`src/rtl/param_seq_detector.sv`:
```
// Runtime-programmable serial bit-pattern detector with overlap/non-overlap matching,
// selectable Mealy or Moore output, and a saturating match counter.
module param_seq_detector #(
  parameter int                 MAX_LEN     = 8,
  parameter int                 LEN_W       = $clog2(MAX_LEN) + 1,
  parameter logic [MAX_LEN-1:0] DEF_PATTERN = MAX_LEN'('b1011),
  parameter int                 DEF_LEN     = 4,
  parameter int                 CNT_W       = 8
) (
  input  logic               clk,
  input  logic               reset,
  input  logic               x,
  input  logic               in_valid,
  input  logic               cfg_load,
  input  logic [MAX_LEN-1:0] cfg_pattern,
  input  logic [LEN_W-1:0]   cfg_len,
  input  logic               cfg_overlap,
  input  logic               cfg_moore,
  input  logic               cnt_clr,
  output logic               z,
  output logic [CNT_W-1:0]   match_count
);

  // The oldest bit of the window is never compared again, so it is not kept.
  logic [MAX_LEN-2:0] hist_reg;
  logic [MAX_LEN-1:0] pat_reg;
  logic [LEN_W-1:0]   fill_reg;
  logic [LEN_W-1:0]   len_reg;
  logic               overlap_reg;
  logic               moore_reg;
  logic               z_q_reg;
  logic [CNT_W-1:0]   cnt_reg;

  logic [MAX_LEN-1:0] window;
  logic [MAX_LEN-1:0] mask;
  logic [LEN_W-1:0]   fill_next;
  logic [LEN_W-1:0]   len_clamped;
  logic [CNT_W-1:0]   cnt_next;
  logic               consume;
  logic               hit;

  assign window  = {hist_reg, x};
  assign consume = in_valid && !cfg_load;

  // Only the lowest len bits of the window take part in the comparison.
  genvar gi;
  generate
    for (gi = 0; gi < MAX_LEN; gi++) begin : g_mask
      assign mask[gi] = (LEN_W'(gi) < len_reg);
    end
  endgenerate

  assign hit = consume && (fill_reg >= (len_reg - LEN_W'(1))) &&
               (((window ^ pat_reg) & mask) == '0);

  always_comb begin
    len_clamped = cfg_len;
    if (cfg_len == '0)
      len_clamped = LEN_W'(1);
    else if (cfg_len > LEN_W'(MAX_LEN))
      len_clamped = LEN_W'(MAX_LEN);
  end

  always_comb begin
    fill_next = fill_reg;
    if (hit && !overlap_reg)
      fill_next = '0;
    else if (fill_reg < len_reg)
      fill_next = fill_reg + LEN_W'(1);
  end

  always_comb begin
    cnt_next = cnt_reg;
    if (cnt_clr)
      cnt_next = '0;
    else if (hit && (cnt_reg != {CNT_W{1'b1}}))
      cnt_next = cnt_reg + CNT_W'(1);
  end

  always_ff @(posedge clk or posedge reset) begin
    if (reset) begin
      hist_reg    <= '0;
      fill_reg    <= '0;
      pat_reg     <= DEF_PATTERN;
      len_reg     <= LEN_W'(DEF_LEN);
      overlap_reg <= 1'b1;
      moore_reg   <= 1'b0;
      z_q_reg     <= 1'b0;
      cnt_reg     <= '0;
    end else begin
      // hit is forced low during cfg_load and idle cycles, which clears z_q then.
      z_q_reg <= hit;
      cnt_reg <= cnt_next;
      if (cfg_load) begin
        pat_reg     <= cfg_pattern;
        len_reg     <= len_clamped;
        overlap_reg <= cfg_overlap;
        moore_reg   <= cfg_moore;
        hist_reg    <= '0;
        fill_reg    <= '0;
      end else if (in_valid) begin
        hist_reg <= window[MAX_LEN-2:0];
        fill_reg <= fill_next;
      end
    end
  end

  assign z           = moore_reg ? z_q_reg : hit;
  assign match_count = cnt_reg;

endmodule

```
`config.mk`:
```
export PLATFORM = sky130hd
export DESIGN_NAME = param_seq_detector
export DESIGN_NICKNAME = d
export VERILOG_FILES = /design/src/rtl/param_seq_detector.sv
export SDC_FILE = /design/constraint.sdc
export NUM_CORES = 1
export LEC_CHECK = 0
export ABC_AREA = 1
export CAP_MARGIN = 20
export CORE_UTILIZATION = 54
export DETAILED_ROUTE_END_ITERATION = 6
export GPL_TIMING_DRIVEN = 0
export PLACE_DENSITY = 0.81
export SYNTH_ARGS = -nofsm -noshare
export SYNTH_HDL_FRONTEND = slang
export SYNTH_SLANG_ARGS = --single-unit
export TNS_END_PERCENT = 100
```
`constraint.sdc`:
```
create_clock -name clk -period 2.5 [get_ports clk]
set_input_delay 0.375 -clock clk [delete_from_list [all_inputs] [get_ports clk]]
set_output_delay 0.375 -clock clk [all_outputs]
set_load 0.02 [all_outputs]
```
==> reports/results.ini <==
[synth]
synth_nets = 290
synth-seq-cells = 34
synth_area_leaders = dfrtp_1 36%, nand2_1 15%, ha_1 8.1%
synth_cell_types = 27
ys_seq_area_share_pct = 42.9
async_flop_share_pct = 100
ys.flop_type = dfrtp_1
synthesis.instances = 257
synth_most_common_cell = nand2_1
netlist_area_mm2 = 0.00200
yosysTopAreaCell = dfrtp_1
synth_edf_count = 0
synth_top_area_share_pct = 36.3
ys_top_cells_by_count = 82 x nand2_1, 35 x inv_1, 29 x dfrtp_1
yosys_warnings = 0
syn_avg_cell_area_um2 = 7.78

[place]
port_buffers = 28
gp_congestion = 0.821
dpl-instance-area_mm2 = 0.00236
hpwl_um = 3050

[worst_setup_path]
required_ns = 2.12
crit_arrival_ns = 2.20
cp_slowest_cell = dfstp_2
endpoint_kind = output pin
cp_slowest_stage_delay_ns = 0.57
cpMostUsedCell = nand2_1
path_class = reg -> out
start_kind = flop
path_cells = inv_4, nand3_2, xor2_1, ha_1, nand2_1, inv_1, nand2_1, nand2_1, nor2_2, nor2_2, and2_4, nand2_2, nand2_2, buf_6
path_max_fanout = 3

[clocking]
clk_latency_ns = 0.28
clockRootBuffer = clkbuf_8
numCtsBuffers = 5
htree_levels = 2
ctsHoldBuffers = 0
cts_buffer_depth = 2
clkTransAtPathRegs_ns = 0.07
cts_tree = built
clock_sinks = 34

[timing]
worstMarginPinSlew_ns = 0.714
hold_violations = 0
setup_viol = 2
fmax_mhz = 388
finalWorstSetupSlack_ns = -0.0765
max_slew_margin_pct = 52.3
skew_ns = 0.00800
period_share_pct = 103
rsz0062_at_grt = true
period_minus_slack_ns = 2.58
finalSetupTns_ns = -0.101
whs_ns = 0.501
slew_violations = 0

[pwr]
powerDensity_mw_per_mm2 = 582
ir_drop_v = 0.000511
p_leak_nw = 1.30

[floorplan]
die-area_mm2 = 0.00395
coreArea_mm2 = 0.00344
start_util_pct = 58.1
die_width_um = 62.9
ioPinCount = 29
die-height_um = 62.9
placementRows = 21

[worst_hold_path]
hp-class = in -> async

[final_layout]
finish.utilization_pct = 76.2
drive_above_1_share_pct = 18.0
regArea_um2 = 857
fin_nets = 337
num-fill-cells = 268
area_growth_syn_to_layout_pct = 31.1
diodes = 0
multi_input_area_mm2 = 0.00104
design_area_mm2 = 0.00262

[detailed_routing]
routed_wl_um = 4490
drtIter0Drc = 131
ant_nets = 0
num_vias = 1771
routed_via_density = 5.05
firstDrtPassIters = 4
routedWlPerCell_um = 12.8
drcViolationCount = 0

[job]
cap_violations = 0

[grt]
antenna_found_initial = 0
grt_pass1_wl_um = 7650
globalRoute.totalOverflow = 0
grt_max_degree = 20
grt_use_total_pct = 25.1
grt_pass1_vias = 1788

[outcome]
status = finished with violations
violations = negative setup slack

## kinds of logic after synthesis
| kind of cell | synth area share (%) |
|---|---|
| buffers and inverters | 8.14 |
| adder cells (fa/ha/maj) | 8.14 |
| AO/OA/AOI/OAI | 9.07 |
| AND/OR/NAND/NOR | 27.8 |
| XOR/XNOR | 3.94 |
| flip-flops | 42.9 |
## report_power, final
group / total, W / internal [W] / switching [W]
clock: 0.000494 / 0.000298 / 0.000196
sequential: 0.000649 / 0.000599 / 0.0000497
combinational: 0.000383 / 0.000171 / 0.000212
total: 0.00153 / 0.00107 / 0.000458
## cells in the final DEF (no fill, tap or decap), drive strengths merged
master,n
buf,13
or2,1
xor2,6
inv,39
nor2,20
clkdlybuf4s50,27
clkbuf,10
nand3,17
a21oi,5
o22ai,10
and2,1
nor3,3
dfstp,5
dfrtp,29
ha,13
bufinv,1
nand2,86
o21ai,15
o211ai,1
xnor2,3
## per-stage QoR
stage,total power [W],setup slack (ns),std cells
2_1_floorplan,0.000879,0.347,257
3_3_place_gp,0.000976,-0.334,331
3_5_place_dp,0.000994,-0.367,332
4_1_cts,0.00151,-0.0709,350
5_1_grt,0.00161,-0.164,351
6_report,0.00153,-0.0765,351
## path summary, 6_finish.rpt
path | start | endpoint | slack [ns] | depth (start not counted)
max in group asynchronous | reset | pat_reg[3] | 1.38 | 3
min reg2reg | pat_reg[0] | pat_reg[0] | 0.50 | 2
max | len_reg[2] | z | -0.08 | 14
min | reset | match_count[5] | 0.50 | 2
min in group clk | pat_reg[0] | pat_reg[0] | 0.50 | 2
max reg2reg | len_reg[2] | fill_reg[3] | -0.02 | 19
## repair_timing
action                     in CTS  in global routing
setup buffers                  10                  1
hold endpoints to repair        0                  0
gates resized for setup        16                  9
setup endpoints to repair       1                  5
pin swaps                       6                  6
## final cells by class
type	count	area share (%)
multi-input cells	181	39.8
well taps	46	2.20
clock inverters	1	1.15
repair buffers	40	14.9
inverters	39	5.87
plain buffers	3	0.430
flip-flops and latches	34	32.7
clock buffers	7	2.91
## per-layer routing
layer  share of wire, %  GRT usage [%]  up-vias
met4               0.78           7.56        0
met1                 45           31.3      831
met2                 51           43.1       30
li1                   -              -      906
met5                  0              0        -
met3                3.2           5.66        4
## critical path, delay by kind of cell (launching register included)
kind                     cells  cell delay [ns]
flip-flops                   1             0.57
buffers and inverters        3             0.20
adder cells (fa/ha/maj)      1             0.28
AND/OR/NAND/NOR              9             0.70
XOR/XNOR                     1             0.16
(Power assumes the default switching activity.)
